## config.mk

```make
export PLATFORM = sky130hd
export DESIGN_NAME = vx_csr_req_arb
export DESIGN_NICKNAME = d
export VERILOG_FILES = /design/src/rtl/vx_csr_req_arb_pkg.sv /design/src/rtl/vx_csr_req_arb_rr.sv /design/src/rtl/vx_csr_req_arb.sv
export SDC_FILE = /design/constraint.sdc
export NUM_CORES = 1
export LEC_CHECK = 0
export ABC_AREA = 1
export CORE_AREA = 2 2 165 167
export DETAILED_ROUTE_END_ITERATION = 12
export DIE_AREA = 0 0 167 169
export SYNTH_ARGS = -nofsm -noshare
export SYNTH_HDL_FRONTEND = slang
export SYNTH_HIERARCHICAL = 1
export SYNTH_SLANG_ARGS = --single-unit
```

## constraint.sdc

```tcl
create_clock -name clk -period 8.1 [get_ports clk]
set_input_delay 1.62 -clock clk [delete_from_list [all_inputs] [get_ports clk]]
set_output_delay 1.62 -clock clk [all_outputs]
set_load 0.01 [all_outputs]
```

## src/rtl/vx_csr_req_arb_pkg.sv

```systemverilog
`default_nettype none
// +----------------------------------------------------------------------+
// | vx_csr_req_arb_pkg : shared CSR widths, op encoding and op helpers   |
// | Revision: 1.0                                                        |
// +----------------------------------------------------------------------+
package vx_csr_req_arb_pkg;

  localparam int XLEN          = 32;
  localparam int NW_WIDTH      = 2;
  localparam int UUID_WIDTH    = 8;
  localparam int CSR_ADDR_BITS = 12;

  typedef enum logic [1:0] {
    CSR_READ  = 2'd0,
    CSR_WRITE = 2'd1,
    CSR_SET   = 2'd2,
    CSR_CLEAR = 2'd3
  } csr_op_t;

  function automatic logic [XLEN-1:0] csr_new_value(
    input csr_op_t         op,
    input logic [XLEN-1:0] old,
    input logic [XLEN-1:0] data
  );
    logic [XLEN-1:0] val;
    val = old;
    case (op)
      CSR_WRITE: val = data;
      CSR_SET:   val = old | data;
      CSR_CLEAR: val = old & ~data;
      default:   val = old;
    endcase
    return val;
  endfunction

  // SET/CLEAR with a zero mask are pure reads; addr[11:10]==3 is read-only space.
  function automatic logic csr_writes(
    input csr_op_t                  op,
    input logic [CSR_ADDR_BITS-1:0] addr,
    input logic [XLEN-1:0]          data
  );
    logic wr;
    wr = (op != CSR_READ);
    if ((op == CSR_SET || op == CSR_CLEAR) && data == '0) wr = 1'b0;
    if (addr[11:10] == 2'b11) wr = 1'b0;
    return wr;
  endfunction

endpackage
`default_nettype wire

```

## src/rtl/vx_csr_req_arb_rr.sv

```systemverilog
`default_nettype none
// +----------------------------------------------------------------------+
// | vx_csr_req_arb_rr : round-robin requester select, advances on unlock |
// | Revision: 1.0                                                        |
// +----------------------------------------------------------------------+
module vx_csr_req_arb_rr #(
  parameter int NUM_REQS = 4,
  parameter int SEL_BITS = 2
) (
  input  logic                clk,
  input  logic                reset,
  input  logic [NUM_REQS-1:0] requests,
  input  logic                unlock,
  output logic                grant_valid,
  output logic [SEL_BITS-1:0] grant_idx
);

  logic [SEL_BITS-1:0] ptr;
  logic [SEL_BITS:0]   cand;
  logic [SEL_BITS:0]   nxt;
  logic                found;

  assign grant_valid = |requests;

  // Scan from the priority pointer, wrapping once past the last requester.
  always_comb begin
    grant_idx = '0;
    found     = 1'b0;
    cand      = '0;
    for (int i = 0; i < NUM_REQS; i++) begin
      cand = {1'b0, ptr} + (SEL_BITS+1)'(i);
      if (cand >= (SEL_BITS+1)'(NUM_REQS)) cand = cand - (SEL_BITS+1)'(NUM_REQS);
      if (!found && requests[cand[SEL_BITS-1:0]]) begin
        found     = 1'b1;
        grant_idx = cand[SEL_BITS-1:0];
      end
    end
  end

  always_comb begin
    nxt = {1'b0, grant_idx} + (SEL_BITS+1)'(1);
    if (nxt >= (SEL_BITS+1)'(NUM_REQS)) nxt = '0;
  end

  always_ff @(posedge clk) begin
    if (!reset) begin
      ptr <= '0;
    end else if (unlock) begin
      ptr <= nxt[SEL_BITS-1:0];
    end
  end

endmodule
`default_nettype wire

```

## src/rtl/vx_csr_req_arb.sv

```systemverilog
`default_nettype none
// +----------------------------------------------------------------------+
// | vx_csr_req_arb : serialises CSR requesters onto one CSR data block   |
// | Revision: 1.0                                                        |
// +----------------------------------------------------------------------+
module vx_csr_req_arb
  import vx_csr_req_arb_pkg::*;
#(
  parameter int NUM_REQS     = 4,
  parameter int REQ_SEL_BITS = (NUM_REQS > 1) ? $clog2(NUM_REQS) : 1
) (
  input  logic                                   clk,
  input  logic                                   reset,
  input  logic [NUM_REQS-1:0]                    req_valid,
  output logic [NUM_REQS-1:0]                    req_ready,
  input  logic [NUM_REQS-1:0][1:0]               req_op,
  input  logic [NUM_REQS-1:0][NW_WIDTH-1:0]      req_wid,
  input  logic [NUM_REQS-1:0][UUID_WIDTH-1:0]    req_uuid,
  input  logic [NUM_REQS-1:0][CSR_ADDR_BITS-1:0] req_addr,
  input  logic [NUM_REQS-1:0][XLEN-1:0]          req_data,
  output logic                                   rsp_valid,
  input  logic                                   rsp_ready,
  output logic [REQ_SEL_BITS-1:0]                rsp_idx,
  output logic [XLEN-1:0]                        rsp_data,
  output logic [UUID_WIDTH-1:0]                  rsp_uuid,
  output logic                                   read_enable,
  output logic [UUID_WIDTH-1:0]                  read_uuid,
  output logic [NW_WIDTH-1:0]                    read_wid,
  output logic [CSR_ADDR_BITS-1:0]               read_addr,
  input  logic [XLEN-1:0]                        read_data_ro,
  input  logic [XLEN-1:0]                        read_data_rw,
  output logic                                   write_enable,
  output logic [UUID_WIDTH-1:0]                  write_uuid,
  output logic [NW_WIDTH-1:0]                    write_wid,
  output logic [CSR_ADDR_BITS-1:0]               write_addr,
  output logic [XLEN-1:0]                        write_data
);

  typedef enum logic [1:0] {S_IDLE, S_RD, S_WR, S_RSP} state_t;

  state_t                    state;
  csr_op_t                   op_q;
  logic [NW_WIDTH-1:0]       wid_q;
  logic [UUID_WIDTH-1:0]     uuid_q;
  logic [CSR_ADDR_BITS-1:0]  addr_q;
  logic [XLEN-1:0]           data_q;
  logic [REQ_SEL_BITS-1:0]   idx_q;
  logic [XLEN-1:0]           old_q;
  logic [XLEN-1:0]           wdata_q;
  logic                      re_q;
  logic                      we_q;
  logic                      rv_q;

  logic                      grant_valid;
  logic [REQ_SEL_BITS-1:0]   grant_idx;
  logic                      grant_fire;
  logic [XLEN-1:0]           rd_val;

  assign grant_fire = reset && (state == S_IDLE) && grant_valid;
  assign rd_val     = read_data_ro | read_data_rw;

  vx_csr_req_arb_rr #(
    .NUM_REQS (NUM_REQS),
    .SEL_BITS (REQ_SEL_BITS)
  ) u_rr (
    .clk         (clk),
    .reset       (reset),
    .requests    (req_valid),
    .unlock      (grant_fire),
    .grant_valid (grant_valid),
    .grant_idx   (grant_idx)
  );

  always_ff @(posedge clk) begin
    if (!reset) begin
      state   <= S_IDLE;
      op_q    <= CSR_READ;
      wid_q   <= '0;
      uuid_q  <= '0;
      addr_q  <= '0;
      data_q  <= '0;
      idx_q   <= '0;
      old_q   <= '0;
      wdata_q <= '0;
      re_q    <= 1'b0;
      we_q    <= 1'b0;
      rv_q    <= 1'b0;
    end else begin
      case (state)
        S_IDLE: begin
          if (grant_valid) begin
            op_q   <= csr_op_t'(req_op[grant_idx]);
            wid_q  <= req_wid[grant_idx];
            uuid_q <= req_uuid[grant_idx];
            addr_q <= req_addr[grant_idx];
            data_q <= req_data[grant_idx];
            idx_q  <= grant_idx;
            re_q   <= 1'b1;
            state  <= S_RD;
          end
        end
        S_RD: begin
          re_q    <= 1'b0;
          old_q   <= rd_val;
          wdata_q <= csr_new_value(op_q, rd_val, data_q);
          we_q    <= csr_writes(op_q, addr_q, data_q);
          state   <= S_WR;
        end
        S_WR: begin
          we_q  <= 1'b0;
          rv_q  <= 1'b1;
          state <= S_RSP;
        end
        S_RSP: begin
          if (rsp_ready) begin
            rv_q  <= 1'b0;
            state <= S_IDLE;
          end
        end
        default: state <= S_IDLE;
      endcase
    end
  end

  // Strobes are masked by reset so an access caught mid-flight is dropped at once.
  assign req_ready    = grant_fire ? (NUM_REQS'(1) << grant_idx) : '0;
  assign read_enable  = re_q & reset;
  assign write_enable = we_q & reset;
  assign rsp_valid    = rv_q & reset;

  assign read_uuid  = uuid_q;
  assign read_wid   = wid_q;
  assign read_addr  = addr_q;
  assign write_uuid = uuid_q;
  assign write_wid  = wid_q;
  assign write_addr = addr_q;
  assign write_data = wdata_q;
  assign rsp_idx    = idx_q;
  assign rsp_data   = old_q;
  assign rsp_uuid   = uuid_q;

endmodule
`default_nettype wire
```

==> flow_metrics.tcl <==
set metrics [dict create \
    status "finished, final reports clean" \
    io_buffers 419 \
    vias_per_cell 4.85 \
    drive_gt1_share_pct 5.05 \
    whs_ns 0.479 \
    fin_skew_ns 0.0152 \
    clk_path_buf_depth 2 \
    worst-path-max-fanout 6 \
    drt_iter0_markers 460 \
    clock-root-buffer "clkbuf_16" \
    rr_startpoint "u_rr/ptr[0]$_SDFFE_PN0P_" \
    min_to "write_data[12]$_SDFFE_PN0P_" \
    initial_core_util_pct 26.1 \
    synthAdderAreaFrac_pct 1.09 \
    antenna_left 0 \
    rsz0062_at_grt "no" \
    r2r_slack_ns 4.58 \
    hp-start "write_data[12]$_SDFFE_PN0P_" \
    yosys_warnings 6 \
    io-pin-count 420 \
    synth_compound_area_share_pct 26.4 \
    finalHoldViolCount 0 \
    leakagePower_nw 4.54 \
    syn-mean-instance-area_um2 6.96 \
    firstDrtPassIters 5 \
    yosys_most_used_dff "dfxtp_1" \
    path_clk_slew_ns 0.06 \
    drt_wl_total_um 30200 \
    synth_cell_types 33 \
    vdd_drop_max_v 0.000298 \
    gp_congestion 0.843 \
    post-cts-setup-buffers 0 \
    cp.required_ns 6.48 \
    crit_path_max_incr_delay_ns 0.70 \
    syn_area_um2 6900 \
    synth_enable_flop_cells 0 \
    async_flop_share_pct 0 \
    hp-class "flip-flop to flip-flop" \
    slew_headroom_pct 29.7 \
    synth_xor_area_share_pct 0 \
    grt_max_degree 113 \
    maxSlewViolCount 0 \
    period_share_pct 74.8 \
    crit_chain "clkdlybuf4s50_1 > inv_1 > nand2_2 > and2_4 > o21ai_1 > nand2_2 > o2111ai_1 > inv_1 > nor2_4 > inv_1 > nor2_1 > clkdlybuf4s50_1" \
    rr_worst_depth 12 \
    tightest_slew_ns 1.05 \
    worstSetupStartpoint "req_valid[2]" \
    num-nets-final 1635 \
    r2r-end "data_q[1]$_SDFFE_PN0P_" \
    antenna_cells 0 \
    powerDensity_nw_per_um2 395 \
    grt_pass1_wl_um 45300 \
    seq_area_frac_synth_pct 37.4 \
    yosys.area_share.simple_pct 23.6 \
    min_path_cells 2 \
    clk_latency_ns 0.42 \
    wl_per_cell_um 17.9 \
    mostFrequentLayoutCells "clkdlybuf4s50_1, nand2_1, dfxtp_1" \
    grt_remaining_overflow 0 \
    row_count 60 \
    synth_top_family_by_area "compound AO/OA/AOI/OAI gates" \
    cts_buffers 17 \
    crit_arrival_ns 4.44 \
    placed_cell_area_um2 11100 \
    fmax_mhz 165 \
    setup_viol 0 \
    synthCells 992 \
    setup_tns_ns 0 \
    cp_common_cell "inv_1" \
    area_growth_syn_to_layout_pct 69.1 \
    final_cell_area_um2 11700 \
    cts_resized 0 \
    slowest_stage "o2111ai_1" \
    fp.dieArea_um2 28200 \
    grt_pass1_vias 7873 \
    synth.mux.area_fraction_pct 0 \
    htree_levels 4 \
    final_common_cell "clkdlybuf4s50_1" \
    hold_buffers 0 \
    synth_seq_cells 129 \
    grt_usage_pct 20.7 \
    post-route-util_pct 44.1 \
    place_hpwl_um 22200 \
    via_count 8182 \
    grt_antenna_before_repair 0 \
    end_kind "output port" \
    path_class "primary input to output port" \
    core_um2 26500 \
    syn_nets 1293 \
    finalPower_mw 4.61 \
    dieWidth_um 167 \
    crit_path_start_kind "primary input" \
    drc 0 \
    die_h_um 169 \
    tritoncts "built" \
    finalCriticalPeriod_ns 6.06 \
    cts_sinks 129 \
    drv_cap 0 \
]
-- layout make-up --
class / count / area (um2)
Inverter: 65 / 250
Clock inverter: 14 / 181
Tap cell: 341 / 427
Clock buffer: 17 / 425
Sequential cell: 129 / 2580
Fill cell: 2695 / 14800
Multi-Input combinational cell: 695 / 3570
Timing Repair Buffer: 426 / 4240
-- registers in the layout, indices dropped and copies added, names as in the netlist --
signal,cells
we_q,1
read_uuid,8
rv_q,1
u_rr/ptr,2
rsp_data,32
read_addr,12
rsp_idx,2
op_q,2
re_q,1
state,2
data_q,32
write_data,32
read_wid,2
-- how the worst max path moves through the flow --
stage | endpoint | slack (ns) | depth (start not counted)
2_1_floorplan | req_ready[2] | 3.17 | 12
3_3_place_gp | req_ready[2] | 2.18 | 12
3_5_place_dp | req_ready[2] | 2.10 | 12
4_1_cts | req_ready[2] | 2.06 | 12
5_1_grt | req_ready[2] | 1.89 | 13
6_report | req_ready[2] | 2.04 | 12
-- Yosys cell counts, types with 4 or more instances --
cell        n  share of area [%]
nand2_1   261                 14
dfxtp_1   129                 37
o21ai_0    87                6.3
a21oi_1    78                5.7
nor2_1     68                3.7
inv_1      59                3.2
a22oi_1    43                4.7
a41oi_1    43                5.5
clkbuf_1   43                2.3
nand3_1    34                2.5
buf_4      31                3.4
o211ai_1   31                3.4
buf_2      19                1.4
nand4_1    16                1.4
nand2_2    10               0.91
buf_1       8               0.43
ha_1        6                1.1
o22ai_1     5               0.45
inv_2       4               0.22
-- power breakdown --
part	switching (mW)	internal [mW]
combinational	1.63	1.08
clock	0.317	0.489
sequential	0.219	0.883
total	2.16	2.45
-- stage by stage --
| step | setup WS, ns | std cells |
|---|---|---|
| floorplan | 3.17 | 992 |
| global placement | 2.18 | 1656 |
| detailed placement | 2.10 | 1656 |
| CTS | 2.06 | 1687 |
| global route | 1.89 | 1687 |
| finish | 2.04 | 1687 |
-- critical path: cells and delay by family --
family          cells  cell delay, ns
buf+inv             5            1.37
compound gates      2            0.89
simple gates        5            0.56
-- per-layer routing --
layer  global-route usage [%]  share of wire, %  vias up
met4                     6.00               2.2        0
met5                        0                 0        -
met2                     35.5                49      290
met3                     5.66               6.7       34
li1                         -                 -     4070
met1                     25.3                42     3788
-- logic make-up after synthesis --
group,count (synthesis)
AO/OA/AOI/OAI,292
adder cells (fa/ha/maj),6
buffers and inverters,168
AND/OR/NAND/NOR,397
flip-flops,129
Note: power is estimated with default switching activity, not from simulation.
